--- src/rtl/seven_seg_scanner.sv ---
// Scan controller for a time-multiplexed common-cathode seven-segment display.
// Digit codes are double-buffered; each slot starts with a dark gap so codes never change while lit.
module seven_seg_scanner #(
    parameter int unsigned NUM_DIGITS   = 4,
    parameter int unsigned SCAN_DIV     = 12000,
    parameter int unsigned BLANK_CYCLES = 64
) (
    input  logic                          clk,
    input  logic                          rst_n,
    input  logic                          enable,
    input  logic                          wr_en,
    input  logic [$clog2(NUM_DIGITS)-1:0] wr_addr,
    input  logic [4:0]                    wr_data,
    input  logic                          update,
    output logic [7:0]                    digit_code,
    output logic [NUM_DIGITS-1:0]         digit_sel,
    output logic                          frame_start,
    output logic                          update_pending
);

    localparam int unsigned AW = $clog2(NUM_DIGITS);
    localparam int unsigned CW = $clog2(SCAN_DIV);
    localparam logic [AW-1:0] LastIdx   = AW'(NUM_DIGITS - 1);
    localparam logic [CW-1:0] LastCnt   = CW'(SCAN_DIV - 1);
    localparam logic [CW-1:0] LastBlank = CW'(BLANK_CYCLES - 1);
    localparam logic [4:0]    CodeBlank = 5'd31;

    typedef enum logic [1:0] {StIdle, StBlank, StOn} state_e;

    state_e                state_q, state_d;
    logic [AW-1:0]         idx_q, idx_d, next_idx;
    logic [CW-1:0]         cnt_q, cnt_d;
    logic [4:0]            shadow_q [NUM_DIGITS];
    logic [4:0]            shadow_d [NUM_DIGITS];
    logic [4:0]            active_q [NUM_DIGITS];
    logic [4:0]            active_d [NUM_DIGITS];
    logic                  pending_q, pending_d;
    logic [7:0]            code_q, code_d;
    logic [NUM_DIGITS-1:0] sel_q, sel_d;
    logic                  frame_q, frame_d;
    logic                  slot_edge, frame_edge, commit;

    // Codes 17..31 are blank: present 0 on the decoder bus.
    function automatic logic [7:0] present(input logic [4:0] c);
        return (c < 5'd17) ? {3'b000, c} : 8'h00;
    endfunction

    always_comb begin
        for (int i = 0; i < NUM_DIGITS; i++) begin
            shadow_d[i] = (wr_en && wr_addr == AW'(i)) ? wr_data : shadow_q[i];
        end
    end

    always_comb begin
        slot_edge  = 1'b0;
        frame_edge = 1'b0;
        next_idx   = idx_q;
        if (enable) begin
            case (state_q)
                StBlank: ;
                StOn: begin
                    if (cnt_q == LastCnt) begin
                        slot_edge  = 1'b1;
                        frame_edge = (idx_q == LastIdx);
                        next_idx   = frame_edge ? '0 : idx_q + 1'b1;
                    end
                end
                default: begin
                    slot_edge  = 1'b1;
                    frame_edge = 1'b1;
                    next_idx   = '0;
                end
            endcase
        end

        // Commit sees same-cycle shadow writes so slot 0 shows post-commit values.
        commit    = frame_edge && (pending_q || update);
        pending_d = commit ? 1'b0 : (pending_q || update);
        for (int i = 0; i < NUM_DIGITS; i++) begin
            active_d[i] = commit ? shadow_d[i] : active_q[i];
        end

        state_d = state_q;
        idx_d   = next_idx;
        cnt_d   = cnt_q + 1'b1;
        code_d  = code_q;
        sel_d   = sel_q;
        frame_d = frame_edge;
        if (!enable) begin
            state_d = StIdle;
            idx_d   = '0;
            cnt_d   = '0;
            code_d  = '0;
            sel_d   = '0;
        end else if (slot_edge) begin
            state_d = StBlank;
            cnt_d   = '0;
            code_d  = present(active_d[next_idx]);
            sel_d   = '0;
        end else if (state_q == StBlank && cnt_q == LastBlank) begin
            state_d = StOn;
            sel_d   = (active_q[idx_q] < 5'd17) ? (NUM_DIGITS'(1) << idx_q) : '0;
        end
    end

    always_ff @(posedge clk or negedge rst_n) begin
        if (!rst_n) begin
            state_q   <= StIdle;
            idx_q     <= '0;
            cnt_q     <= '0;
            shadow_q  <= '{default: CodeBlank};
            active_q  <= '{default: CodeBlank};
            pending_q <= 1'b0;
            code_q    <= '0;
            sel_q     <= '0;
            frame_q   <= 1'b0;
        end else begin
            state_q   <= state_d;
            idx_q     <= idx_d;
            cnt_q     <= cnt_d;
            shadow_q  <= shadow_d;
            active_q  <= active_d;
            pending_q <= pending_d;
            code_q    <= code_d;
            sel_q     <= sel_d;
            frame_q   <= frame_d;
        end
    end

    assign digit_code     = code_q;
    assign digit_sel      = sel_q;
    assign frame_start    = frame_q;
    assign update_pending = pending_q;

endmodule

--- config.mk ---
export PLATFORM = sky130hd
export DESIGN_NAME = seven_seg_scanner
export DESIGN_NICKNAME = d
export VERILOG_FILES = /design/src/rtl/seven_seg_scanner.sv
export SDC_FILE = /design/constraint.sdc
export NUM_CORES = 1
export LEC_CHECK = 0
export ABC_CLOCK_PERIOD_IN_PS = 7000
export CAP_MARGIN = 20
export CORE_UTILIZATION = 30
export CTS_CLUSTER_SIZE = 40
export DETAILED_ROUTE_END_ITERATION = 10
export PLACE_DENSITY = 0.55
export SETUP_SLACK_MARGIN = 0.3
export SLEW_MARGIN = 10
export SYNTH_ARGS = -nofsm -noshare
export SYNTH_HDL_FRONTEND = slang
export SYNTH_SLANG_ARGS = --single-unit
--- constraint.sdc ---
create_clock -name clk -period 7 [get_ports clk]
set_input_delay 1.4 -clock clk [delete_from_list [all_inputs] [get_ports clk]]
set_output_delay 1.4 -clock clk [all_outputs]
set_load 0.01 [all_outputs]
==> results of run 1 <==
==> metrics by stage <==
| step | utilization [%] | instances | setup slack (ps) | instance area (um2) | hold slack [ps] |
|---|---|---|---|---|---|
| finish | 36.3 | 426 | 2980 | 3780 | 507 |
| global route | 36.3 | 426 | 2810 | 3780 | 537 |
| CTS | 36.1 | 425 | 2970 | 3760 | 507 |
| detailed placement | 34.5 | 409 | 2680 | 3590 | 488 |
| global placement | 34.5 | 409 | 2800 | 3590 | 490 |
| floorplan | - | 260 | 3660 | 3250 | 455 |
==> where the power goes <==
group | switching (mW) | leakage, nW | internal (mW) | total (mW)
Clock | 0.148 | 0.0836 | 0.139 | 0.287
Combinational | 0.0978 | 0.655 | 0.104 | 0.201
Sequential | 0.0316 | 0.818 | 0.517 | 0.549
==> sequential cells by signal (all words and copies together), names as in the netlist <==
name	count
digit_sel	4
cnt_q	14
active_q	20
digit_code	5
idx_q	2
shadow_q	20
state_q	2
frame_start	1
update_pending	1
==> synth_stat cells, drive strengths merged <==
cell type / n
nor3: 1
nand4: 5
a22o: 4
and4b: 1
a221oi: 1
nor4: 3
nand4bb: 1
a21oi: 2
mux2: 45
nand3b: 3
xnor2: 5
a21o: 1
and2: 3
clkbuf: 4
and3: 4
nand3: 3
a22oi: 1
dfrtp: 29
a32oi: 1
nor2b: 1
xor2: 6
or3: 1
buf: 6
mux2i: 10
o21bai: 1
conb: 1
a32o: 1
or4: 2
nand2: 16
o21ai: 9
dfstp: 40
o221ai: 1
or2: 2
o41ai: 4
inv: 8
nor3b: 1
nor2: 23
mux4: 1
ha: 7
==> routing by layer <==
metal / global-route usage [%] / routed length (um) / vias up
met2: 19.4 / 3040 / 42
met5: 0 / 0 / -
met3: 3.92 / 327 / 7
met4: 4.56 / 89 / 0
li1: - / - / 966
met1: 17.7 / 3160 / 1000
==> final timing paths <==
path / from / endpoint / cells past startpoint
hold / removal: cnt_q[0] / cnt_q[0] / 1
max in group asynchronous: rst_n / update_pending / 2
hold reg to reg: cnt_q[0] / cnt_q[0] / 1
setup / recovery: enable / digit_code[4] / 8
min in group asynchronous: rst_n / cnt_q[3] / 2
setup reg to reg: cnt_q[0] / digit_code[4] / 9
==> cell type report <==
type	count	area, um2
clock buffers	13	149
clock inverters	3	21.3
fillers	1063	6640
inverters	8	30.0
multi-input cells	173	1390
flip-flops and latches	69	1780
well taps	136	170
repair buffers	24	238
==> cell families (layout without fill, tap and decap cells) <==
family,count (synthesis),count (layout)
adder cells (fa/ha/maj),7,7
flip-flops,69,69
AND/OR/NAND/NOR,70,70
buffers and inverters,18,48
XOR/XNOR,11,11
AO/OA/AOI/OAI,26,26
multiplexers,56,56
other,1,3
==> metrics.md, run 1 <==
| Metric | Value |
|---|---|
| WS Path Type | `in -> reg` |
| CTS max path bufs | `2` |
| Leakage | `about 1.6 nW` |
| Tcrit/Tclk final | `57.5%` |
| Post-DP HPWL | `roughly 4.7 mm` |
| CP delay by family, top | `compound AO/OA/AOI/OAI gates` |
| Initial antenna violation count | `0` |
| Final Slew Violations | `0` |
| Crit path buffers/inverters | `1` |
| Vias in the first global route | `2119` |
| CP max stage delay | `between 900 and 1000 ps` |
| Commonest non-fill, non-tap cell in the layout | `mux2_2` |
| Worst VDD drop | `0.0000930 V` |
| Area delta synth->final | `16.4%` |
| Worst Hold Class | `reg -> reg` |
| WP data required | `7220 ps` |
| Post-Synthesis Cell Area | `about 0.0032 mm2` |
| Synth top area cells | `dfstp_2, dfrtp_1, mux2_2, mux2i_1, ha_1` |
| Synth Area in Compound Gates | `under 10%` |
| Clk pin slew, worst setup/hold paths | `approximately 70 ps` |
| Seq/Total Area, Yosys | `between 50% and 60%` |
| Simple-Gate Fraction of Synth Area | `11.4%` |
| Minimum clock period | `slightly above 4000 ps` |
| Starting density of the core | `just over 30%` |
| Root Buffer | `clkbuf_8` |
| Global-route wire length before repair | `roughly 11 mm` |
| Synthesized flop and latch total | `69` |
| Mapped Avg Cell Area | `around 13 um2` |
| Port bufs | `22` |
| Clk_lat worst skew | `~340 ps` |
| Mean routed wirelength per cell | `15.5 um` |
| Largest net degree at the start of global routing | `70` |
| Drt total wl | `roughly 6.6 mm` |
| CTS Buf Count | `9` |
| Unrepaired setup endpoints after global routing | `false` |
| Via count | `between 2000 and 2500` |
| Chip width | `106 um` |
| CTS Hold Buffers Added | `0` |
| FP Rows | `37` |
| Total of cells resized after clock tree synthesis | `0` |
| Syn Inst Count | `between 200 and 300` |
| Final GP Congestion | `approximately 0.8` |
| Number of routed nets with antenna violations | `0` |
| Final hold vios | `0` |
| Synth Warn # | `0` |
| Worst Path Max Fanout | `10` |
| Post-synth cell types | `43` |
| Setup-failing EPs final | `0` |
| Clock skew | `about 11 ps` |
| DIE AREA | `approximately 0.011 mm2` |
| H-tree depth | `3` |
| DRC | `0` |
| Share of cells above drive strength 1 | `a little under two fifths` |
| Slew headroom | `between 20 and 25%` |
| All-Layer GR Usage | `around an eighth` |
| Ordered cell list for the critical path | `clkdlybuf4s50_1 -> nor2b_1 -> and3_1 -> a221oi_2 -> mux2i_1 -> mux2_2 -> and4b_1 -> a32o_1` |
| Top cell type's share of synthesized area | `about 32%` |
| FMAX | `249 MHz` |
| Clk sink count | `69` |
| Final #Nets | `304` |
| Adder-cell area share of the yosys netlist | `under 10%` |
| Main combinational cell family by area after synthesis | `multiplexers` |
| GRT overflow | `0` |
| Largest area contributor in the netlist | `dfstp_2` |
| Iteration-0 DRC Markers | `approximately 120` |
| Critical path endpoint category | `register` |
| Status | `finished, final reports clean` |
| IO Pins | `26` |
| Ant diodes | `0` |
| # Post-CTS Setup Buffers | `0` |
| MaxCap Viol Count | `0` |
| Setup total negative slack | `0 ps` |
| 1st-pass router iterations | `4` |
| Slew @ Worst Pin | `~1100 ps` |
| Pwr/cell area | `about 270 mW/mm2` |
| Commonest non-fill, non-tap cells in the layout | `mux2_2, dfstp_2, dfrtp_1, nor2_1, clkdlybuf4s50_1` |
| Flop-to-flop setup slack | `about 3500 ps` |
| Data arrival, critical path | `4240 ps` |
| CTS tree | `yes` |
| DR vias/cell | `around 4.7` |
| Design Power | `slightly above 1 mW` |
| Crit path launch type | `input pin` |
| XOR/XNOR Fraction of Synth Area | `around 3.0%` |
| Die Y | `106 um` |
| Portion of netlist area occupied by mux cells | `between 15 and 20%` |
| CP max-delay cell | `a221oi_2` |
| Core ar. | `0.0104 mm2` |
(Power assumes the default switching activity.)
==> inputs of run 2 (changes only) <==
--- a/config.mk
+++ b/config.mk
@@ -5,7 +5,7 @@
 export SDC_FILE = /design/constraint.sdc
 export NUM_CORES = 1
 export LEC_CHECK = 0
-export ABC_CLOCK_PERIOD_IN_PS = 7000
+export ABC_CLOCK_PERIOD_IN_PS = 4150
 export CAP_MARGIN = 20
 export CORE_UTILIZATION = 30
 export CTS_CLUSTER_SIZE = 40
==> constraint.sdc (replaced) <==
create_clock -name clk -period 4.15 [get_ports clk]
set_input_delay 0.83 -clock clk [delete_from_list [all_inputs] [get_ports clk]]
set_output_delay 0.83 -clock clk [all_outputs]
set_load 0.01 [all_outputs]
==> metrics.md, run 2 (synthesis results as in run 1) <==
| Metric | Value |
|---|---|
| Status | `finished, final reports clean` |
| Final std cells w/o fill | `around 430` |
| Chip width | `approximately 110 um` |
| Global-route wire length before repair | `~11 mm` |
| GRT overflow | `0` |
| CTS Hold Buffers Added | `0` |
| Drt total wl | `about 6.4 mm` |
| Final GP Congestion | `a little under 0.8` |
| Worst Hold Class | `in -> async` |
| Die Y | `approximately 110 um` |
| Dpl cells | `~400` |
| R2R depth | `8` |
| Leakage | `between 1.5 and 2 nW` |
| WP data required | `4380 ps` |
| Setup total negative slack | `0 ps` |
| Hold WS | `about 460 ps` |
| Area delta synth->final | `17.3%` |
| Met2 wire length | `between 2 and 3 mm` |
| Worst VDD drop | `0.000158 V` |
| Combinational power share | `between 10% and 20%` |
| Data arrival, critical path | `~3300 ps` |
| Ordered cell list for the critical path | `ha_1 -> nand4_1 -> nor4_4 -> o21ai_0 -> a32oi_1 -> mux2_2 -> and4b_1 -> a32o_1` |
| DRC | `0` |
| Ant diodes | `0` |
| Dpl ws | `approximately 950 ps` |
| H-tree depth | `3` |
| P_int | `~1.3 mW` |
| WS Path Type | `reg -> reg` |
| Starting density of the core | `between 30% and 40%` |
| CTS Buf Count | `9` |
| Largest regs | `active_q: 20 flops, shadow_q: 20 flops, cnt_q: 14 flops` |
| Iteration-0 DRC Markers | `83` |
| Final Slew Violations | `0` |
| Number of routed nets with antenna violations | `0` |
| CTS max path bufs | `2` |
| Crit path launch type | `register` |
| Clk_lat worst skew | `340 ps` |
| Slew @ Worst Pin | `~640 ps` |
| DR top layer | `met4` |
| M1 wire length | `3.32 mm` |
| Mean routed wirelength per cell | `around 15 um` |
| FMAX | `327 MHz` |
| Slew headroom | `a little under three fifths` |
| IO Pins | `26` |
| Finished Core Util | `between 30 and 40%` |
| # Post-CTS Setup Buffers | `0` |
| Root Buffer | `clkbuf_8` |
| Dpl cell area | `0.00362 mm2` |
| Setup-failing EPs final | `0` |
| Total of cells resized after clock tree synthesis | `0` |
| Port bufs | `22` |
| Sequential share of power | `about half` |
| Sw Pwr | `around 0.5 mW` |
| Final instance area | `around 0.0038 mm2` |
| Final #Nets | `306` |
| CP max stage delay | `530 ps` |
| All-Layer GR Usage | `12.4%` |
| Tcrit/Tclk final | `73.7%` |
| Crit. Startpoint | `cnt_q[0]` |
| Worst Path Max Fanout | `6` |
| DIE AREA | `around 0.011 mm2` |
| Unrepaired setup endpoints after global routing | `false` |
| Met3 wire len | `a little under 200 um` |
| Critical path endpoint category | `register` |
| FP Rows | `37` |
| Vias in the first global route | `between 2000 and 2500` |
| Final hold vios | `0` |
| WP depth | `8` |
| CP max-delay cell | `a32oi_1` |
| Commonest non-fill, non-tap cell in the layout | `mux2_2` |
| Crit path buffers/inverters | `0` |
| 1st-pass router iterations | `4` |
| Fin worst setup slack | `about 1100 ps` |
| Clk sink count | `just under 70` |
| MaxCap Viol Count | `0` |
| Clk pin slew, worst setup/hold paths | `80 ps` |
| CP delay by family, top | `compound AO/OA/AOI/OAI gates` |
| Minimum clock period | `about 3100 ps` |
| Start of the worst register-to-register path | `cnt_q[0]` |
| Largest net degree at the start of global routing | `48` |
| CTS tree | `yes` |
| DR vias/cell | `roughly 4.6` |
| Core ar. | `0.0104 mm2` |
| Share of cells above drive strength 1 | `39.0%` |
| Sw Share | `between 20% and 30%` |
| Post-DP HPWL | `4.63 mm` |
| Initial antenna violation count | `0` |
| Commonest non-fill, non-tap cells in the layout | `mux2_2, dfstp_2, dfrtp_1, nor2_1, clkdlybuf4s50_1` |
| Clock skew | `around 10 ps` |
| Via count | `slightly below 2000` |
| Pwr/cell area | `~470 mW/mm2` |
| Design Power | `approximately 1.8 mW` |
| Clk pwr share | `between 20% and 30%` |
run 2: cell types whose count changed in the layout (fill, tap and decap cells not counted), sizes merged:
cell	before	now
buf	3	5
clkbuf	13	10
clkinv	2	3
clkinvlp	1	0
inv	8	11
run 2: layout make-up:
| cell class | count | area (um2) |
|---|---|---|
| Fill cell | 1024 | 6610 |
| Sequential cell | 69 | 1780 |
| Multi-Input combinational cell | 173 | 1390 |
| Timing Repair Buffer | 26 | 245 |
| Tap cell | 136 | 170 |
| Clock buffer | 10 | 149 |
| Clock inverter | 6 | 42.5 |
| Inverter | 8 | 30.0 |
run 2: worst reg2reg max path: stages (launching register included):
cell and delay (ps):
dfrtp_1 410, ha_1 220, nand4_1 210, nor4_4 510
o21ai_0 200, a32oi_1 530, mux2_2 410, and4b_1 200
a32o_1 240
run 2: worst paths after layout:
kind	end	slack, ps
max	digit_code[4]	1090
max in group asynchronous	active_q[0]	2720
min	cnt_q[0]	460
min in group clk	cnt_q[0]	510
max reg2reg	digit_code[4]	1090
min reg2reg	cnt_q[0]	510
run 2: power groups by stage:
stage / clock (mW) / combinational [mW] / sequential (mW)
finish: 0.532 / 0.335 / 0.926
global route: 0.571 / 0.375 / 0.944
CTS: 0.545 / 0.343 / 0.927
detailed placement: 0 / 0.341 / 0.939
global placement: 0 / 0.342 / 0.935
floorplan: 0 / 0.225 / 0.925
run 2: metal layers:
| layer | up-vias | global-route usage (%) |
|---|---|---|
| met2 | 23 | 18.6 |
| met3 | 8 | 3.25 |
| met5 | - | 0 |
| li1 | 968 | - |
| met4 | 0 | 4.17 |
| met1 | 988 | 17.3 |
